## config.mk

```make
export PLATFORM = sky130hd
export DESIGN_NAME = evt3_collect
export DESIGN_NICKNAME = d
export VERILOG_FILES = /design/src/rtl/evt3_pkg.sv /design/src/rtl/evt_chan.sv /design/src/rtl/evt3_collect.sv
export SDC_FILE = /design/constraint.sdc
export NUM_CORES = 1
export LEC_CHECK = 0
export CORE_UTILIZATION = 51
export CTS_CLUSTER_SIZE = 40
export DETAILED_ROUTE_END_ITERATION = 8
export HOLD_SLACK_MARGIN = 0.1
export PLACE_DENSITY_LB_ADDON = 0.25
export SKIP_CTS_REPAIR_TIMING = 1
export SLEW_MARGIN = 20
export SYNTH_ARGS = -nofsm -noshare
export SYNTH_HDL_FRONTEND = slang
export SYNTH_SLANG_ARGS = --single-unit
```

## constraint.sdc

```tcl
create_clock -name ck -period 2 [get_ports ck]
set_input_delay 0.4 -clock ck [delete_from_list [all_inputs] [get_ports ck]]
set_output_delay 0.4 -clock ck [all_outputs]
set_load 0.02 [all_outputs]
```

## src/rtl/evt3_pkg.sv

```systemverilog
//==============================================================================
// Module      : evt3_pkg
// Description : Shared types and constants for the three-source event
//               collector (state encoding, source count, widths).
// Revision    : 1.0 - initial release
//==============================================================================
`default_nettype none

package evt3_pkg;

  // Number of event sources feeding the OR3 reduction
  localparam int NSRC      = 3;
  // Default width of each per-source event counter
  localparam int CNT_W_DEF = 4;
  // Width of the post-clear hold-off down-counter (HOLDOFF up to 15)
  localparam int HOLD_W    = 4;

  // Collector request states
  typedef enum logic [1:0] {
    S_IDLE = 2'd0,
    S_PEND = 2'd1,
    S_HOLD = 2'd2
  } state_t;

endpackage

`default_nettype wire

```

## src/rtl/evt_chan.sv

```systemverilog
//==============================================================================
// Module      : evt_chan
// Description : One event source: rising-edge detect, sticky pending bit with
//               set-wins clear, and a saturating event counter.
// Revision    : 1.0 - initial release
//==============================================================================
`default_nettype none

module evt_chan
  import evt3_pkg::*;
#(
  parameter int CNT_W = CNT_W_DEF
) (
  input  logic             ck,
  input  logic             rst,
  input  logic             din,
  input  logic             clr,
  output logic             pend,
  output logic             pend_nxt,
  output logic [CNT_W-1:0] cnt
);

  localparam logic [CNT_W-1:0] CNT_MAX = '1;
  localparam logic [CNT_W-1:0] CNT_ONE = CNT_W'(1);

  logic prev;
  logic evt;

  assign evt = din & ~prev;

  // Next pending value: a new event always wins over a simultaneous clear
  always_comb begin
    pend_nxt = evt | (pend & ~clr);
  end

  // Previous sample, pending bit and saturating counter
  always_ff @(posedge ck) begin
    if (rst) begin
      prev <= 1'b1;
      pend <= 1'b0;
      cnt  <= '0;
    end else begin
      prev <= din;
      pend <= pend_nxt;
      if (evt) begin
        if (clr) begin
          cnt <= CNT_ONE;
        end else if (cnt != CNT_MAX) begin
          cnt <= cnt + CNT_ONE;
        end
      end else if (clr) begin
        cnt <= '0;
      end
    end
  end

endmodule

`default_nettype wire

```

## src/rtl/evt3_collect.sv

```systemverilog
//==============================================================================
// Module      : evt3_collect
// Description : Three-source event collector. Sticky maskable pending bits are
//               OR-reduced into a registered request q, with a clear
//               handshake and a post-clear hold-off on q.
// Revision    : 1.0 - initial release
//==============================================================================
`default_nettype none

module evt3_collect
  import evt3_pkg::*;
#(
  parameter int CNT_W   = CNT_W_DEF,
  parameter int HOLDOFF = 2
) (
  input  logic             ck,
  input  logic             rst,
  input  logic             i0,
  input  logic             i1,
  input  logic             i2,
  input  logic             msk_we,
  input  logic [2:0]       msk_d,
  input  logic             clr_valid,
  input  logic [2:0]       clr_sel,
  output logic             clr_ready,
  output logic [2:0]       pend,
  output logic [CNT_W-1:0] cnt0,
  output logic [CNT_W-1:0] cnt1,
  output logic [CNT_W-1:0] cnt2,
  output logic             q
);

  localparam logic [HOLD_W-1:0] HOLD_LOAD = HOLD_W'(HOLDOFF - 1);
  localparam logic [HOLD_W-1:0] HOLD_ONE  = HOLD_W'(1);

  state_t            state;
  logic [HOLD_W-1:0] hcnt;
  logic [NSRC-1:0]   mask;
  logic [NSRC-1:0]   mask_nxt;
  logic [NSRC-1:0]   din;
  logic [NSRC-1:0]   clr;
  logic [NSRC-1:0]   pend_nxt;
  logic [CNT_W-1:0]  cnt_arr [NSRC];
  logic              clr_acc;
  logic              any;
  logic              any_nxt;

  assign din      = {i2, i1, i0};
  assign clr_acc  = clr_valid & clr_ready;
  assign clr      = clr_sel & {NSRC{clr_acc}};
  assign mask_nxt = msk_we ? msk_d : mask;
  // OR3 reduction on registered values, and on the values after this edge
  assign any      = |(pend & mask);
  assign any_nxt  = |(pend_nxt & mask_nxt);

  assign cnt0 = cnt_arr[0];
  assign cnt1 = cnt_arr[1];
  assign cnt2 = cnt_arr[2];

  generate
    for (genvar n = 0; n < NSRC; n++) begin : g_chan
      evt_chan #(
        .CNT_W (CNT_W)
      ) u_chan (
        .ck       (ck),
        .rst      (rst),
        .din      (din[n]),
        .clr      (clr[n]),
        .pend     (pend[n]),
        .pend_nxt (pend_nxt[n]),
        .cnt      (cnt_arr[n])
      );
    end
  endgenerate

  // Source mask register; a write is visible to the reduction next cycle
  always_ff @(posedge ck) begin
    if (rst) begin
      mask <= '1;
    end else begin
      mask <= mask_nxt;
    end
  end

  // Request FSM with registered q / clr_ready decoded from the next state
  always_ff @(posedge ck) begin
    if (rst) begin
      state     <= S_IDLE;
      hcnt      <= '0;
      q         <= 1'b0;
      clr_ready <= 1'b0;
    end else begin
      case (state)
        S_IDLE: begin
          clr_ready <= 1'b1;
          if (any) begin
            state <= S_PEND;
            q     <= 1'b1;
          end else begin
            q     <= 1'b0;
          end
        end
        S_PEND: begin
          if (clr_acc && !any_nxt) begin
            // Clear emptied every enabled source: force q low for HOLDOFF cycles
            state     <= S_HOLD;
            hcnt      <= HOLD_LOAD;
            q         <= 1'b0;
            clr_ready <= 1'b0;
          end else if (!any) begin
            state     <= S_IDLE;
            q         <= 1'b0;
            clr_ready <= 1'b1;
          end else begin
            q         <= 1'b1;
            clr_ready <= 1'b1;
          end
        end
        S_HOLD: begin
          if (hcnt == '0) begin
            clr_ready <= 1'b1;
            if (any) begin
              state <= S_PEND;
              q     <= 1'b1;
            end else begin
              state <= S_IDLE;
              q     <= 1'b0;
            end
          end else begin
            hcnt      <= hcnt - HOLD_ONE;
            q         <= 1'b0;
            clr_ready <= 1'b0;
          end
        end
        default: begin
          state     <= S_IDLE;
          q         <= 1'b0;
          clr_ready <= 1'b1;
        end
      endcase
    end
  end

endmodule

`default_nettype wire
```

==> results of run 1 <==
## cell families after synthesis
kind of cell | after synthesis | share of synthesized area
DFF | 29 | 0.376
muxes | 3 | 0.0194
AOI/OAI and AO/OA | 48 | 0.234
buffers and inverters | 14 | 0.0462
adders and majority gates | 8 | 0.0648
and+or+nand+nor | 69 | 0.260
## worst paths after layout
path | from | end | slack (ns) | cells past startpoint
setup reg to reg | hcnt[0]$_SDFFE_PP0P_ | state[1]$_SDFFE_PP0P_ | 0.14 | 8
hold reg to reg | g_chan[1].u_chan.cnt[1]$_SDFFE_PP0P_ | g_chan[1].u_chan.cnt[1]$_SDFFE_PP0P_ | 0.51 | 2
setup / recovery | clr_ready$_SDFF_PP0_ | clr_ready | 0.13 | 2
hold / removal | msk_we | mask[1]$_SDFF_PP1_ | 0.51 | 3
## power by group
group	switching [uW]	internal (uW)
combinational	247	226
sequential	36.6	618
clock	230	132
## synthesized netlist by cell type (5+ instances only)
master   number
nand2_1       9
inv_1         8
or2b_1        6
nand3_1       8
ha_1          8
o21ai_0       5
nor2_1       10
a21oi_1      18
nor3_1        6
dfxtp_1      29
## worst register-to-register path, cell delays in order (launching register included)
cell and delay (ns):
dfxtp_1 0.34, inv_1 0.09, ha_1 0.19, or3b_1 0.43
a22oi_2 0.24, o41ai_1 0.10, buf_4 0.16, o21ai_0 0.13
a21oi_1 0.08
## layout make-up
type                            count  area (sq um)
Clock buffer                        5          37.5
Clock inverter                      3          17.5
Fill cell                         216           732
Inverter                            8          30.0
Multi-Input combinational cell    128           915
Sequential cell                    29           582
Tap cell                           31          38.8
Timing Repair Buffer               50           453
## through the flow
step                      total power (uW)  hold WS (ns)  setup slack (ns)
after floorplan                        940         0.460             0.231
after global placement                1100         0.477            -0.327
after detailed placement              1120         0.494            -0.385
after CTS                             1470         0.509           -0.0444
after global routing                  1570         0.530           -0.0134
final                                 1490         0.505             0.132
## layer usage
metal | vias up | track usage | wire (um)
met5 | - | 0 | 0
met4 | 0 | 0.160 | 96
met3 | 15 | 0.0635 | 254
met2 | 63 | 0.382 | 1690
met1 | 692 | 0.293 | 1570
li1 | 737 | - | -
## sequential cells by signal, summed over array words and instances, names as in the netlist
register            cells
g_chan.u_chan.prev      3
q                       1
g_chan.u_chan.pend      3
clr_ready               1
hcnt                    4
g_chan.u_chan.cnt      12
state                   2
mask                    3
==> out/results.txt, run 1 <==
Hold Crit Class: in -> reg
global-route wire length before repair: 6.07 mm
grt ovf: 0
Synth Warn #: 0
clock transition at the registers of the reported paths: 0.11 ns
max_slew headroom: 0.566
routed via count: 1507
placed cell areas: 0.00199 sq mm
Final Net Count: 243
TritonCTS Buffers: 5
core area: 0.00281 sq mm
RD Place Congestion: 0.817
H-tree Lvls: 2
Post-Synthesis Cell Area: 0.00155 sq mm
critical path class: reg -> out
Max Freq: 535 MHz
hpwl dp: 2.65 mm
most frequent cells in the layout: dfxtp_1, clkdlybuf4s50_1, buf_4, a21oi_1, nor2_1
Sink Count: 29
Mapped Cells: 171
Clock Root Buffer: clkbuf_4
Worst-Margin Slew: 0.651 ns
Arr. time, crit path: 1.47 ns
largest net degree at the start of global routing: 14
Final Cell Area: 0.00207 sq mm
CP max-delay cell: clkdlybuf4s50_1
Max Slew Vio Count: 0
DR DRC count: 2
total track usage: 0.243
outcome: finished with violations
placed cells: 246
total wire length: 3.61 mm
area share of the largest cell type after synthesis: 0.376
PortBufs: 29
Antenna Cells: 0
Setup TNS Final: 0 ns
Core Rows: 19
fin crit period: 1.87 ns
worst-skew pair later-pin latency: 0.34 ns
largest vdd supply drop: 0.000438 V
top post-synthesis cells by area: dfxtp_1, ha_1, a21oi_1, or2b_1, a31oi_4
CP max stage delay: 0.60 ns
Top FF cell, synth: dfxtp_1
crit end category: primary output
sequential share of the synthesized area: 0.376
async set-reset flop share out of synthesis: 0
Avg Inst Size Synth: 9.04 sq um
part of the cycle the worst path needs: 0.934
layout cells sized above 1: 0.202
Die W: 57.0 um
failing checks: design-rule violations
Hold Vio Cnt, Final: 0
CTS tree: built
starting density of the core: 0.551
die area: 0.00325 sq mm
WL/cell: 14.2 um
max-cap violations: 0
Detail Route Antenna Nets: 0
crit-path leading delay family: buffers and inverters
worst-path cell chain: buf_4 -> clkdlybuf4s50_1
CP startpoint kind: flip-flop
Synth Register Bits: 29
EDFF count, synth: 0
vias in the first global route: 1436
fin util: 0.739
net count after synthesis: 192
most common cell after layout, fill and taps aside: dfxtp_1
area delta synth->final: 34.2%
IO Pins: 30
DR vias/cell: 5.93
Lkg Pwr: 0.000830 uW
Critical path buffers and inverters: 2
leading area contributor after synthesis: dfxtp_1
First-pass DRT Iterations: 8
CP max FO: 5
Die H: 57.0 um
clk_skew: 0.0143 ns
Initial DRC Count: 90
endpoints failing setup: 0
non-filler cells, final: 254
post-synthesis cell type count: 46
deepest clock path buffer count: 2
Critical Path RT: 1.60 ns
PwrDens: 719 mW/mm^2
initial antenna violation count: 0
Power figures use the tool's default switching activity.
==> run 2, diff against run 1 <==
- CELL_PAD_IN_SITES_DETAIL_PLACEMENT: unset -> 2
- CELL_PAD_IN_SITES_GLOBAL_PLACEMENT: unset -> 2
- CORE_UTILIZATION: 51 -> 31
==> run 2 against run 1 <==
  * The flow now finishes without violations
  * Critical path type is now in -> reg
  * Sequential share of layout area down 1.4 points
  * Non-clock buffer count up 2
  * First-iteration DRC count down 39%
  * Clock power up 51%
  * Routed wire length up 38%
==> out/results.txt, run 2 (synthesized netlist as in run 1, its figures left out) <==
Worst-Margin Slew: 0.537 ns (-0.114 ns)
largest net degree at the start of global routing: 17 (+3)
max-cap violations: 0 (unchanged)
clock transition at the registers of the reported paths: 0.06 ns (-0.05 ns)
Die H: 72.6 um (+27%)
non-filler cells, final: 292 (+15%)
worst setup margin: 0.0418 ns (-0.0906 ns)
Final Net Count: 245 (+0.82%)
fin crit period: 1.96 ns (+0.0906 ns)
internal reg-to-reg setup slack: 0.13 ns (about the same)
Die W: 72.6 um (+27%)
Max Slew Vio Count: 0 (unchanged)
largest vdd supply drop: 0.000375 V (-14%)
Clock Root Buffer: clkbuf_8
Max Freq: 511 MHz (-4.6%)
deepest clock path buffer count: 2 (unchanged)
max_slew headroom: 0.639 (+0.0730)
Antenna Cells: 0 (unchanged)
grt ovf: 0 (unchanged)
placed cells: 282 (+15%)
outcome: finished, final reports clean
clk_skew: 0.00302 ns (-0.0112 ns)
Lkg Pwr: 0.000870 uW (+4.9%)
Hold Crit Class: in -> reg
initial antenna violation count: 0 (unchanged)
CP max FO: 5 (unchanged)
total wire length: 4.98 mm (+38%)
part of the cycle the worst path needs: 0.979 (+0.0453)
area delta synth->final: 41.1%
Core Rows: 25 (+6)
CP max-delay cell: o41a_1
DR vias/cell: 5.25 (-12%)
RD Place Congestion: 0.716 (-12%)
worst-skew pair later-pin latency: 0.29 ns (-0.05 ns)
DR DRC count: 0 (-2)
Sink Count: 29 (unchanged)
die area: 0.00527 sq mm (+62%)
most frequent cells in the layout: dfxtp_1, clkdlybuf4s50_1, buf_4, a21oi_1, nor2_1
WL/cell: 17.0 um (+20%)
most common cell after layout, fill and taps aside: dfxtp_1
Setup TNS Final: 0 ns (unchanged)
max FFs per register: 12 (unchanged)
starting density of the core: 0.325 (-0.226)
layout cells sized above 1: 0.213 (+0.0115)
CP max stage delay: 0.46 ns (-0.14 ns)
Arr. time, crit path: 2.13 ns (+0.66 ns)
CP startpoint kind: input pin
Place WS: -0.457 ns (-0.0719 ns)
CTS tree: built
core area: 0.00475 sq mm (+69%)
PwrDens: 792 mW/mm^2 (+10%)
Top reg by flops: g_chan.u_chan.cnt
Initial DRC Count: 55 (-39%)
worst-path cell chain: clkdlybuf4s50_1 -> or2b_1 -> a31oi_4 -> o41a_1 -> buf_4 -> o311a_1
Hold Vio Cnt, Final: 0 (unchanged)
critical path class: in -> reg
endpoints failing setup: 0 (unchanged)
hpwl dp: 3.73 mm (+41%)
IO Pins: 30 (unchanged)
vias in the first global route: 1673 (+17%)
global-route wire length before repair: 8.17 mm (+35%)
largest registers: g_chan.u_chan.cnt: 12 flops, hcnt: 4 flops
routed via count: 1532 (+1.7%)
First-pass DRT Iterations: 4 (-4)
PortBufs: 29 (unchanged)
crit end category: flip-flop
total power draw: 1730 uW (+16%)
TritonCTS Buffers: 5 (unchanged)
H-tree Lvls: 2 (unchanged)
Critical Path RT: 2.17 ns (+0.57 ns)
total track usage: 0.204 (-0.0389)
Detail Route Antenna Nets: 0 (unchanged)
[run 2: critical path: cells and delay by family]
family                 cells  cell delay [ns]
AOI/OAI and AO/OA          3             0.88
and+or+nand+nor            1             0.24
buffers and inverters      2             0.60
[run 2: power by group]
group	switching, uW	internal, uW
clock network	235	311
registers	38.1	618
logic	273	250
[run 2: path summary, 6_finish.rpt]
check / cells past startpoint / end / start
worst max-delay path: 6 / q$_SDFF_PP0_ / i2
worst max register to register: 8 / state[0]$_SDFFE_PP0P_ / hcnt[0]$_SDFFE_PP0P_
worst min-delay path: 2 / g_chan[1].u_chan.prev$_SDFF_PP1_ / i1
worst min register to register: 2 / g_chan[2].u_chan.cnt[1]$_SDFFE_PP0P_ / g_chan[2].u_chan.cnt[1]$_SDFFE_PP0P_
[run 2: cell type report]
class,count,area [sq um]
Timing Repair Buffer,52,470
Sequential cell,29,581
Tap cell,67,83.8
Clock buffer,7,96.3
Clock inverter,1,5.00
Multi-Input combinational cell,128,913
Inverter,8,30.0
Fill cell,535,2570
[run 2: metrics by stage]
stage | area (sq um) | hold slack (ns) | util
finish | 2180 | 0.377 | 0.458
global route | 2180 | 0.386 | 0.458
detailed placement | 2040 | 0.496 | 0.428
global placement | 2040 | 0.475 | 0.428
CTS | 2140 | 0.505 | 0.449
floorplan | 1550 | 0.460 | -
[run 2: per-layer routing]
| layer | global-route usage | share of wire | vias up | wire length [um] |
|---|---|---|---|---|
| met5 | 0 | 0 | - | 0 |
| met4 | 0.0828 | 0.021 | 0 | 104 |
| met3 | 0.0428 | 0.031 | 8 | 152 |
| met2 | 0.356 | 0.51 | 31 | 2550 |
| met1 | 0.243 | 0.44 | 756 | 2170 |
| li1 | - | - | 737 | - |
